## src/rtl/pipe_ctrl_unit_pkg.sv

```systemverilog
// Shared opcode / ALU_op encodings and the control bundles carried down the pipeline.
package ctrl_pkg;

  localparam logic [5:0] OP_R    = 6'b000000;
  localparam logic [5:0] OP_ADDI = 6'b001000;
  localparam logic [5:0] OP_SLTI = 6'b001010;
  localparam logic [5:0] OP_BEQ  = 6'b000100;
  localparam logic [5:0] OP_BNE  = 6'b000101;
  localparam logic [5:0] OP_LW   = 6'b100011;
  localparam logic [5:0] OP_SW   = 6'b101011;

  localparam logic [2:0] ALUOP_MEM  = 3'b000;
  localparam logic [2:0] ALUOP_BR   = 3'b001;
  localparam logic [2:0] ALUOP_R    = 3'b010;
  localparam logic [2:0] ALUOP_SLTI = 3'b011;
  localparam logic [2:0] ALUOP_ADDI = 3'b100;

  // Field order fixes the bundle bit positions, MSB first.
  typedef struct packed {
    logic [2:0] aluOp;
    logic       aluSrc;
    logic       regWrite;
    logic       regDst;
    logic       branch;
    logic       branchNe;
    logic       memRead;
    logic       memToReg;
    logic       memWrite;
  } ctrl_t;

  typedef struct packed {
    logic branch;
    logic branchNe;
    logic memRead;
    logic memWrite;
    logic regWrite;
    logic memToReg;
  } memCtrl_t;

  typedef struct packed {
    logic regWrite;
    logic memToReg;
  } wbCtrl_t;

  function automatic ctrl_t mkCtrl(logic [2:0] aluOp, logic aluSrc, logic regWrite,
                                   logic regDst, logic branch, logic branchNe,
                                   logic memRead, logic memToReg, logic memWrite);
    ctrl_t c;
    c.aluOp    = aluOp;
    c.aluSrc   = aluSrc;
    c.regWrite = regWrite;
    c.regDst   = regDst;
    c.branch   = branch;
    c.branchNe = branchNe;
    c.memRead  = memRead;
    c.memToReg = memToReg;
    c.memWrite = memWrite;
    return c;
  endfunction

endpackage

```

## src/rtl/pipe_ctrl_unit_op_decode.sv

```systemverilog
// Combinational ID-stage decode: opcode to control bundle, plus illegal and rt-usage flags.
module op_decode
  import ctrl_pkg::*;
#(
  parameter int OP_W   = 6,
  parameter int EN_BNE = 1
) (
  input  logic            idValid,
  input  logic [OP_W-1:0] opcode,
  output ctrl_t           ctrl,
  output logic            illegal,
  output logic            usesRt
);

  always_comb begin
    ctrl    = '0;
    illegal = 1'b0;
    usesRt  = 1'b0;
    if (idValid) begin
      case (opcode)
        OP_R: begin
          ctrl   = mkCtrl(ALUOP_R, 1'b0, 1'b1, 1'b1, 1'b0, 1'b0, 1'b0, 1'b0, 1'b0);
          usesRt = 1'b1;
        end
        OP_ADDI: ctrl = mkCtrl(ALUOP_ADDI, 1'b1, 1'b1, 1'b0, 1'b0, 1'b0, 1'b0, 1'b0, 1'b0);
        OP_SLTI: ctrl = mkCtrl(ALUOP_SLTI, 1'b1, 1'b1, 1'b0, 1'b0, 1'b0, 1'b0, 1'b0, 1'b0);
        OP_BEQ: begin
          ctrl   = mkCtrl(ALUOP_BR, 1'b0, 1'b0, 1'b0, 1'b1, 1'b0, 1'b0, 1'b0, 1'b0);
          usesRt = 1'b1;
        end
        OP_BNE: begin
          if (EN_BNE != 0) begin
            ctrl   = mkCtrl(ALUOP_BR, 1'b0, 1'b0, 1'b0, 1'b0, 1'b1, 1'b0, 1'b0, 1'b0);
            usesRt = 1'b1;
          end else begin
            illegal = 1'b1;
          end
        end
        OP_LW: ctrl = mkCtrl(ALUOP_MEM, 1'b1, 1'b1, 1'b0, 1'b0, 1'b0, 1'b1, 1'b1, 1'b0);
        OP_SW: begin
          ctrl   = mkCtrl(ALUOP_MEM, 1'b1, 1'b0, 1'b0, 1'b0, 1'b0, 1'b0, 1'b0, 1'b1);
          usesRt = 1'b1;
        end
        default: illegal = 1'b1;
      endcase
    end
  end

endmodule

```

## src/rtl/pipe_ctrl_unit.sv

```systemverilog
// Pipelined control: ID decode, ID/EX, EX/MEM, MEM/WB control registers, load-use stall
// and branch flush.
module pipe_ctrl_unit
  import ctrl_pkg::*;
#(
  parameter int OP_W    = 6,
  parameter int ALUOP_W = 3,
  parameter int RADDR_W = 5,
  parameter int EN_BNE  = 1
) (
  input  logic               clk_i,
  input  logic               rst_i,
  input  logic               id_valid_i,
  input  logic [OP_W-1:0]    instr_op_i,
  input  logic [RADDR_W-1:0] id_rs_i,
  input  logic [RADDR_W-1:0] id_rt_i,
  input  logic               flush_i,
  output logic               stall_o,
  output logic               illegal_o,
  output logic [ALUOP_W-1:0] ex_alu_op_o,
  output logic               ex_alusrc_o,
  output logic               ex_regdst_o,
  output logic               ex_memread_o,
  output logic               mem_branch_o,
  output logic               mem_branch_ne_o,
  output logic               mem_memread_o,
  output logic               mem_memwrite_o,
  output logic               wb_regwrite_o,
  output logic               wb_memtoreg_o
);

  ctrl_t              idCtrl;
  logic               idUsesRt;
  ctrl_t              idEx;
  logic [RADDR_W-1:0] exRtQ;
  memCtrl_t           exMem;
  wbCtrl_t            memWb;

  op_decode #(.OP_W(OP_W), .EN_BNE(EN_BNE)) uDecode (
    .idValid (id_valid_i),
    .opcode  (instr_op_i),
    .ctrl    (idCtrl),
    .illegal (illegal_o),
    .usesRt  (idUsesRt)
  );

  // Load in EX whose destination feeds the ID instruction; r0 never creates a dependency.
  assign stall_o = id_valid_i & idEx.memRead & (exRtQ != '0) &
                   ((exRtQ == id_rs_i) | (idUsesRt & (exRtQ == id_rt_i)));

  always_ff @(posedge clk_i or negedge rst_i) begin
    if (!rst_i) begin
      idEx  <= '0;
      exRtQ <= '0;
      exMem <= '0;
      memWb <= '0;
    end else begin
      if (flush_i || stall_o) begin
        idEx  <= '0;
        exRtQ <= '0;
      end else begin
        idEx  <= idCtrl;
        exRtQ <= id_rt_i;
      end

      if (flush_i) begin
        exMem <= '0;
      end else begin
        exMem.branch   <= idEx.branch;
        exMem.branchNe <= idEx.branchNe;
        exMem.memRead  <= idEx.memRead;
        exMem.memWrite <= idEx.memWrite;
        exMem.regWrite <= idEx.regWrite;
        exMem.memToReg <= idEx.memToReg;
      end

      // The branch in MEM still retires, so MEM/WB always advances.
      memWb.regWrite <= exMem.regWrite;
      memWb.memToReg <= exMem.memToReg;
    end
  end

  assign ex_alu_op_o     = ALUOP_W'(idEx.aluOp);
  assign ex_alusrc_o     = idEx.aluSrc;
  assign ex_regdst_o     = idEx.regDst;
  assign ex_memread_o    = idEx.memRead;
  assign mem_branch_o    = exMem.branch;
  assign mem_branch_ne_o = exMem.branchNe;
  assign mem_memread_o   = exMem.memRead;
  assign mem_memwrite_o  = exMem.memWrite;
  assign wb_regwrite_o   = memWb.regWrite;
  assign wb_memtoreg_o   = memWb.memToReg;

endmodule

```

## config.mk

```make
export PLATFORM = sky130hd
export DESIGN_NAME = pipe_ctrl_unit
export DESIGN_NICKNAME = d
export VERILOG_FILES = /design/src/rtl/pipe_ctrl_unit_pkg.sv /design/src/rtl/pipe_ctrl_unit_op_decode.sv /design/src/rtl/pipe_ctrl_unit.sv
export SDC_FILE = /design/constraint.sdc
export NUM_CORES = 1
export LEC_CHECK = 0
export BUFFER_PORTS_ARGS = -buffer_cell sky130_fd_sc_hd__buf_2
export CORE_AREA = 2 2 59 61
export CTS_CLUSTER_DIAMETER = 50
export CTS_CLUSTER_SIZE = 24
export DETAILED_ROUTE_END_ITERATION = 8
export DIE_AREA = 0 0 61 63
export GPL_TIMING_DRIVEN = 0
export PLACE_DENSITY = 0.59
export REMOVE_ABC_BUFFERS = 1
export SETUP_SLACK_MARGIN = 0.4
export SYNTH_ARGS = -nofsm -noshare
export SYNTH_HDL_FRONTEND = slang
export SYNTH_SLANG_ARGS = --single-unit
```

## constraint.sdc

```tcl
create_clock -name clk_i -period 1.84 [get_ports clk_i]
set_input_delay 0.184 -clock clk_i [delete_from_list [all_inputs] [get_ports clk_i]]
set_output_delay 0.184 -clock clk_i [all_outputs]
set_load 0.005 [all_outputs]
```

==> metrics <==
commonest non-fill, non-tap cell in the layout=buf_2; Die ar.=0.00384 mm²; Final min period=2140 ps; crit-path max cell delay=540 ps; critical path data required time=1660 ps; Clock Tree Root=clkbuf_4; CP Cell Sequence=or4_4 -> o211ai_4 -> nor4b_4 -> or2_4 -> buf_6; Peak VDD IR=0.000182 V; deepest clock path buffer count=2; FP Rows=21; Critical Path Sink Type=output pin; DRC=0; core box area=0.00323 mm²; register bit total from synthesis=22; TritonRoute pass-1 iters=4; Clock Skew=5.87 ps; IO Port Bufs=33; total congestion overflow=0; design area=0.00167 mm²; Yosys cell types=29; max_slew headroom=0.678; worst-skew pair later-pin latency=320 ps; cell family with most CP delay=simple AND/OR/NAND/NOR gates; TritonCTS clock tree=done; Antenna Nets Post-Route=0; Worst Max-Slew Pin Slew=482 ps; WL final=2.67 mm; Initial Utilization=0.330; htree depth=1; CP startpoint kind=flip-flop; Post-Syn Instances=97; Worst Path Buf+Inv=1; fin util=0.516; slowest stage cell, crit path=or4_4; register with the most flip-flops=exRtQ; clock sink count=22; Synth area leader=dfrtp_1; CP max FO=2; DRT iter0 DRCs=37; Vias=936; Placed Area=0.00124 mm²; Final WS setup=-297 ps; max FFs per register=5; max frequency=468 MHz; GRT Overall Usage=0.139; area delta synth->final=56.2%; vias per cell=5.09; Final Hold Fails=0; vias in the first global route=861; Synth async-reset ratio=1.00; mean cell area of the mapped netlist=11.0 µm²; Worst Path Arrival=1950 ps; LEAKAGE=0.727 nW; pins over their slew limit=0; dpl cells=169; Clk pin slew, worst setup/hold paths=120 ps; DR WL/cell=14.5 µm; Synth Warn #=0; Seq/Total Area, Yosys=0.516; Syn Std Cell Area=0.00107 mm²; n_diodes=0; top post-synthesis cells by area=dfrtp_1, xnor2_1, nor4_1; share of cells above drive strength 1=0.493; first-pass GRT wire length=4.01 mm; Final GP Congestion=0.845; Final HPWL DP=1.65 mm; most frequent cells in the layout=buf_2, dfrtp_1, nor4_4, nor2b_1, xnor2_1; status=complete, but fails checks; Num CTS Buffers=3; RSZ-0062 raised after global routing=yes; Yosys top cell area share=0.516; Post-synth EDFFs=0; violated checks=negative setup slack; largest net degree at the start of global routing=23; Finished Layout Cells=184; Final #Nets=159; maxcap violations=0; Synth Flop Type=dfrtp_1; power density over cell area=550 mW/mm²; Chip Height=63 µm; io pins=34; WS Path Type=reg -> out; initial antenna violation count=0; worst hold path type=in -> reg; die width=61 µm; Final Cycle Share=1.16; Final Setup Violations=13
-- worst reg2reg max path: stages (launching register included) --
cell and delay (ps):
dfrtp_1 400, or4_4 550, o211ai_4 250, nor4_4 90, buf_4 160, clkbuf_16 180, nor4b_4 210
-- synth_stat cells, types with 2 or more instances --
| cell | n |
|---|---|
| o21ai_0 | 2 |
| nand3_1 | 2 |
| nor3_1 | 4 |
| xor2_1 | 4 |
| nand2_1 | 3 |
| buf_2 | 2 |
| nand4_1 | 2 |
| nor2b_1 | 7 |
| buf_4 | 3 |
| nor4_1 | 8 |
| nand2b_1 | 2 |
| dfrtp_1 | 22 |
| or4_1 | 3 |
| nand3b_1 | 3 |
| xnor2_1 | 7 |
| nor4b_1 | 5 |
| nor2_1 | 5 |
| and3_1 | 2 |
-- routing by layer --
layer  vias up  share of wire  wire (µm)  global-route usage
li1        436              -          -                   -
met1       472           0.40       1070               0.184
met2        23           0.54       1450               0.220
met3         5          0.031         83              0.0186
met4         0          0.025         66              0.0652
met5         -              0          0                   0
-- through the flow --
stage | setup slack, ps | setup TNS, ps | power (mW) | hold slack (ps)
after floorplan | -30.9 | -30.9 | 0.555 | -112
after global placement | -428 | -3720 | 0.610 | 168
after detailed placement | -425 | -3600 | 0.614 | 173
after CTS | -314 | -376 | 0.897 | 125
after global routing | -365 | -2100 | 0.952 | 121
final | -297 | -936 | 0.916 | 124
-- timing repair --
action                     4_1_cts  5_1_grt
setup endpoints to repair       16       17
buffers inserted                 5        4
hold endpoints to repair        22        0
gates resized for setup         22       22
pin swaps                        5       17
hold buffers                     1        0
gates cloned                     0        1
-- area by class of cell --
class	count	area (µm²)
Sequential cell	22	551
Tap cell	46	57.6
Inverter	1	3.75
Fill cell	277	1570
Timing Repair Buffer	44	298
Multi-Input combinational cell	67	721
Clock buffer	4	36.3
-- final timing paths --
path	from	endpoint	slack (ps)	depth (start not counted)
worst max-delay path	exRtQ[2]$_DFF_PN0_	stall_o	-300	5
worst min-delay path	instr_op_i[1]	ex_alu_op_o[2]$_DFF_PN0_	120	2
worst max register to register	exRtQ[2]$_DFF_PN0_	exRtQ[1]$_DFF_PN0_	-80	6
worst min register to register	exMem[1]$_DFF_PN0_	wb_regwrite_o$_DFF_PN0_	370	0
max in group asynchronous	rst_i	exRtQ[0]$_DFF_PN0_	1170	2
min in group asynchronous	rst_i	ex_alu_op_o[2]$_DFF_PN0_	340	2
-- cells by family after synthesis --
kind of cell | count (synthesis) | share of synthesized area
compound gates | 5 | 0.0363
xor+xnor | 11 | 0.0903
buf+inv | 8 | 0.0481
flops | 22 | 0.516
simple gates | 51 | 0.309
-- power by group --
group	internal (mW)	leakage (nW)	switching, mW
clock	0.121	0.0210	0.151
sequential	0.491	0.302	0.00609
combinational	0.0657	0.404	0.0817
total	0.677	0.727	0.239
(Power assumes the default switching activity.)
